[src/rtl/cacheline_adapter.sv]
// cacheline_adapter: turns one cache line read/write into a burst of s_line/s_beat memory beats
module cacheline_adapter #(
    parameter int s_line = 256,
    parameter int s_beat = 64
) (
    input  logic              clk,
    input  logic              rst,
    input  logic              pmem_read,
    input  logic              pmem_write,
    input  logic [31:0]       pmem_address,
    input  logic [s_line-1:0] pmem_wdata,
    output logic [s_line-1:0] pmem_rdata,
    output logic              mem_resp,
    output logic              burst_read,
    output logic              burst_write,
    output logic [31:0]       burst_address,
    output logic [s_beat-1:0] burst_wdata,
    input  logic [s_beat-1:0] burst_rdata,
    input  logic              burst_resp
);
    localparam int beats = s_line / s_beat;
    localparam int cw = beats > 1 ? $clog2(beats) : 1;
    localparam int lsb = $clog2(s_line / 8);
    localparam logic [cw-1:0] last = cw'(beats - 1);

    typedef enum logic [1:0] {IDLE, READ, WRITE, DONE} state_t;

    state_t state;
    logic [cw-1:0] cnt;
    logic [cw-1:0] nxt;
    logic [s_line-1:0] line;
    logic [31:0] aligned;

    assign nxt = cnt + 1'b1;
    assign aligned = {pmem_address[31:lsb], lsb'(0)};

    // the last beat of either burst clears the burst outputs so DONE presents them as 0
    always_ff @(posedge clk or posedge rst) begin
        if (rst) begin
            state <= IDLE;
            cnt <= '0;
            line <= '0;
            pmem_rdata <= '0;
            mem_resp <= 1'b0;
            burst_read <= 1'b0;
            burst_write <= 1'b0;
            burst_address <= '0;
            burst_wdata <= '0;
        end else begin
            mem_resp <= 1'b0;
            case (state)
                IDLE: begin
                    cnt <= '0;
                    if (pmem_write) begin
                        state <= WRITE;
                        line <= pmem_wdata;
                        burst_address <= aligned;
                        burst_write <= 1'b1;
                        burst_wdata <= pmem_wdata[s_beat-1:0];
                    end else if (pmem_read) begin
                        state <= READ;
                        burst_address <= aligned;
                        burst_read <= 1'b1;
                    end
                end
                READ: if (burst_resp) begin
                    pmem_rdata[int'(cnt)*s_beat +: s_beat] <= burst_rdata;
                    cnt <= nxt;
                    if (cnt == last) begin
                        state <= DONE;
                        mem_resp <= 1'b1;
                        burst_read <= 1'b0;
                        burst_address <= '0;
                    end
                end
                WRITE: if (burst_resp) begin
                    cnt <= nxt;
                    burst_wdata <= line[int'(nxt)*s_beat +: s_beat];
                    if (cnt == last) begin
                        state <= DONE;
                        mem_resp <= 1'b1;
                        burst_write <= 1'b0;
                        burst_address <= '0;
                        burst_wdata <= '0;
                    end
                end
                default: state <= IDLE;
            endcase
        end
    end
endmodule

[config.mk]
export PLATFORM = sky130hd
export DESIGN_NAME = cacheline_adapter
export DESIGN_NICKNAME = d
export VERILOG_FILES = /design/src/rtl/cacheline_adapter.sv
export SDC_FILE = /design/constraint.sdc
export NUM_CORES = 1
export LEC_CHECK = 0
export ABC_AREA = 1
export BUFFER_PORTS_ARGS = -buffer_cell sky130_fd_sc_hd__buf_4
export CAP_MARGIN = 20
export CORE_AREA = 2 2 275 277
export CTS_CLUSTER_SIZE = 8
export DETAILED_ROUTE_END_ITERATION = 16
export DIE_AREA = 0 0 277 279
export PLACE_DENSITY_LB_ADDON = 0.05
export SLEW_MARGIN = 15
export SYNTH_ARGS = -nofsm -noshare
export SYNTH_HDL_FRONTEND = slang
export SYNTH_SLANG_ARGS = --single-unit
export TNS_END_PERCENT = 30
[constraint.sdc]
create_clock -name clk -period 39.9 [get_ports clk]
set_clock_uncertainty 0.1 [all_clocks]
set_input_delay 1.995 -clock clk [delete_from_list [all_inputs] [get_ports clk]]
set_output_delay 1.995 -clock clk [all_outputs]
set_load 0.01 [all_outputs]
* After elaboration in Yosys (flattened, before gate mapping) *
Index checks and enable logic that the tools add are counted.
W data, S select, Z words.

operators by class
  $add $sub $neg = 2
  equality and inequality tests = 13
  shifts and indexed selects = 3
  multiplexer cells = 27
  reductions and logical operators = 13

operators with widths
  kind                         count
  $bwmux W256                  1
  $shift A64 B33 Y256 const A  1
  $shiftx A256 B9 Y64          1
  $shiftx A64 B33 Y256         1
  $mux W64                     3
  $mux W32                     4
  $pmux W64 S2                 1
  $pmux W32 S2                 1
  $neg A8 Y33                  1
  $ne A2 B2 Y1 const B         7
  $mux W2                      5
  $mux W1                      8
  $pmux W2 S2                  2
  $reduce_and A4 Y1            2
  $reduce_and A2 Y1            3
  $reduce_and A3 Y1            2
  $reduce_bool A2 Y1           3
  $reduce_and A5 Y1            1
  $eq A2 B2 Y1 const B         2
  $ne A2 B1 Y1 const B         2
  $pmux W1 S2                  2
  $ne A3 B3 Y1 const B         1
  $add A2 B1 Y2 const B        1
  $eq A2 B1 Y1 const B         1
  other kinds (2)              2

word-level totals
  bits in registers = 615
  bits of input ports = 357
  word-level logic and storage cells = 67

* Longest topological paths before layout *
  word-level depth = 5
  depth in mapped cells = 12
  depth with buffers taken out = 8

* Least setup slack after synthesis *
OpenSTA, ideal clock, no wires.

  path kind = input -> register
  from = input pmem_write
  to = register burst_wdata[0]
  setup time = 119 ps
  data arrival time = 2725 ps
  required time = 39681 ps
  setup slack = 36956 ps
  stages on the path = 7
  path buffers = 2
  cell sequence = nand2_2 > o21ai_2 > nand2_2 > buf_6 > buf_6 > a21oi_1 > nand2_1

between the ends
  word-level cells in the longest chain between the ends = 2

RTL lines
  item                                line  RTL
  from (decl)                         9     input logic pmem_write,
  $ne A2 B2 Y1 (no source line)       n/a
  $reduce_and A3 Y1 (no source line)  n/a
  to (signal assigned)                59    burst_wdata <= pmem_wdata[s_beat-1:0];
  to (signal assigned)                78    burst_wdata <= line[int'(nxt)*s_beat +: s_beat];
  to (decl)                           17    output logic [s_beat-1:0] burst_wdata,

Every way passes these cells.
A chain may end at the register's enable or synchronous reset.

* Worst setup path after layout *
  from = register cnt[0]
  to = register pmem_rdata[60]

between the ends
  word-level cells in the longest chain between the ends = 3
  elaborated cells between the ends (all ways) = 4

RTL lines
  item                                                         line  RTL
  from (decl)                                                  29    logic [cw-1:0] cnt;
  from (signal assigned)                                       68    cnt <= nxt;
  from (signal assigned)                                       77    cnt <= nxt;
  $neg A8 Y33 (*)                                              67    pmem_rdata[int'(cnt)*s_beat +: s_beat] <= burst_rdata;
  $shiftx A64 B33 Y256 or $shift A64 B33 Y256 (tied branches)  67
  $bwmux W256 (*)                                              67
  to (signal, indexed assignment)                              67
  to (decl)                                                    12    output logic [s_line-1:0] pmem_rdata,

Mark *: on every way between the ends. The rest lies on a longest branch, timed or not.

==> flow_summary.yaml <==
timing:
  min_period_ns: 3.957
  rsz0062_at_grt: "false"
  relSlewSlack_pct: 27.67
  finalCritPeriodShare_pct: 9.918
  hold_ws_ns: 0.3686
  worstMarginPinSlew_ns: 1.085
  drv_slew: 0
  finalSetupTns_ns: 0
  setup_ws_ns: 35.94
  hold_viol: 0
  setup_viol: 0
  fmax_ghz: 0.2527
power:
  ir_worst_vdd_uv: 39.52
  p_leak_nw: 17.57
  power_density_mw_per_mm2: 78.30
placed_design:
  post-dp-hpwl_mm: 62.85
  pre_cts_ws_ns: 35.14
  gp_congestion: 0.8501
  port-buffer-count: 701
yosys:
  synth-xor-area-share_pct: 0
  synth_cells: 3131
  ys_types: 30
  ys_ff_latch: 610
  syn_area_per_cell_sq_um: 8.388
  synth-compound-area-share_pct: 14.20
  synthTopCellsByArea: "dfrtp_1 58%, nand2_1 15%, o21ai_0 11%"
  synth_edf_count: 0
  syn-cell-area_sq_mm: 0.02626
  synth_adder_area_share_pct: 0.4764
  synth-main-ff-cell: "dfrtp_1"
  yosys.area_share.simple_pct: 21.11
  synth_top_family_by_area: "simple AND/OR/NAND/NOR gates"
  synth.largest_area_cell: "dfrtp_1"
  yosysWarnings: 0
  synthArstFlopShare_pct: 100.0
  yosysSeqAreaShare_pct: 58.13
  synth_top_area_share_pct: 58.13
  synthMuxAreaShare_pct: 0
clocking:
  h-tree-depth: 3
  postCtsSetupRepairBufs: 0
  clkLatencyLatePin_ns: 0.62
  ctsHoldBuffers: 0
  clock_sinks: 610
  cts_root_buffer: "clkbuf_16"
  cts.repair.resized: 0
  clk_pin_slew_ns: 0.05
  cts_inserted_buffers: 86
  cts_max_path_buffers: 3
  cts_tree: "done"
setup_path:
  timing.rr.start: "cnt[0]"
  cp-start-kind: "register"
  required_ns: 40.25
  cp-end-kind: "register"
  regToRegSetupSlack_ns: 35.94
  cp_max_fo: 64
  worstSetupEndpoint: "pmem_rdata[60]"
  r2r-end: "pmem_rdata[60]"
  worstSetupPathType: "reg -> reg"
  reg2regPathDepth: 6
  crit_start: "cnt[0]"
  critPathArrivalTime_ns: 4.31
global_route:
  grt_pass1_wl_mm: 148.5
  antenna_found_initial: 26
  grt_pass1_vias: 23540
  grt_max_degree: 177
  gr-total-overflow: 0
  grt_use_total_pct: 24.78
floorplanning:
  die_h_microns: 279
  io_pins: 712
  die-area_sq_mm: 0.07728
  start_util_pct: 35.45
  rows: 100
  die_w_microns: 277
  core_sq_mm: 0.07407
flow_run:
  drv_cap: 0
final_layout:
  regArea_sq_mm: 0.01527
  area_growth_pct: 30.53
  nets: 4100
  layout_commonest_cell: "nand2_1"
  fill_cells: 7480
  mostFrequentLayoutCells: "1071 x nand2_1, 728 x buf_4, 609 x dfrtp_1"
  drive_gt1_share_pct: 22.95
  multi_input_area_sq_mm: 0.009450
hold_path:
  hold_class: "reg -> reg"
routing:
  drt_iter0_markers: 1594
  via_per_inst: 5.029
  ant_nets: 0
  maxUsedRoutingLayer: "met5"
  dr_wl_met3_mm: 7.277
  vias: 23750
  wl_met1_mm: 39.19
  firstDrtPassIters: 8
  drcViolationCount: 0
  wire_per_inst_microns: 20.68
  postRouteWirelength_mm: 97.67
  route.met2.wl_mm: 47.97
run_status:
  outcome: "complete, no violations"
state kept, by name, summed over array words and instances, names as in the netlist:
name,flops
burst_address,27
burst_read,1
burst_wdata,64
burst_write,1
cnt,2
line,256
mem_resp,1
pmem_rdata,256
state,2
power breakdown:
part | internal, mW | switching, mW | total, mW
registers | 0.856 | 0.132 | 0.988
logic | 0.378 | 0.676 | 1.05
clock network | 0.378 | 0.264 | 0.642
routing by layer:
metal | global-route usage [%] | vias to the layer above
met5 | 0 | -
met4 | 8.584 | 22
met3 | 7.196 | 180
met2 | 41.53 | 773
met1 | 30.55 | 11540
li1 | - | 11230
worst max-delay path, stage by stage (launching register included):
cell and delay [ns]:
dfrtp_4 0.95, inv_4 0.44, ha_4 0.84, inv_2 0.32, nand4_1 0.17, buf_4 0.71, o21ai_0 0.22
how the worst min path moves through the flow:
stage                          start                to  depth (start not counted)
detailed placement  burst_address[9]  burst_address[9]                          2
CTS                 burst_address[8]  burst_address[8]                          2
floorplan                  line[192]         line[192]                          2
finish                     line[237]         line[237]                          2
global placement    burst_address[5]  burst_address[5]                          2
global route               line[193]         line[193]                          2
through the flow:
stage / instances / utilization [%] / instance area [sq um] / power, mW
finish: 4722 / 46.28 / 34280 / 2.684
global route: 4718 / 46.27 / 34270 / 2.882
CTS: 4706 / 46.19 / 34210 / 2.712
detailed placement: 4613 / 43.18 / 31990 / 2.057
global placement: 4613 / 43.18 / 31990 / 2.039
floorplan: 3135 / - / 26280 / 1.613
synthesized netlist by cell type (4+ instances only):
library cell and number:
buf_4 9, dfrtp_1 610, ha_1 10, o31ai_1 16, nand2_1 1072, nand4_1 29, nor2_1 236, clkbuf_1 120
nand3_1 67, buf_6 12, nand2_2 5, inv_2 7, o21ai_0 559, buf_2 75, inv_1 134, o21ai_1 64
o21ai_2 11, a21oi_1 76, buf_1 4
final cells by class:
type | count | share of cell area (%)
well taps | 969 | 3.537
inverters | 145 | 1.639
repair buffers | 731 | 16.11
diodes | 15 | 0.1095
multi-input cells | 2159 | 27.57
flip-flops and latches | 610 | 44.54
clock inverters | 5 | 0.1898
clock buffers | 88 | 6.300
cell families (layout without fill, tap and decap cells):
family                   after synthesis  after routing
AND/OR/NAND/NOR                     1416           1416
AO/OA/AOI/OAI                        728            728
flip-flops                           610            610
buffers and inverters                366            969
adder cells (fa/ha/maj)               10             10
other                                  1             20
Note: power is estimated with default switching activity, not from simulation.
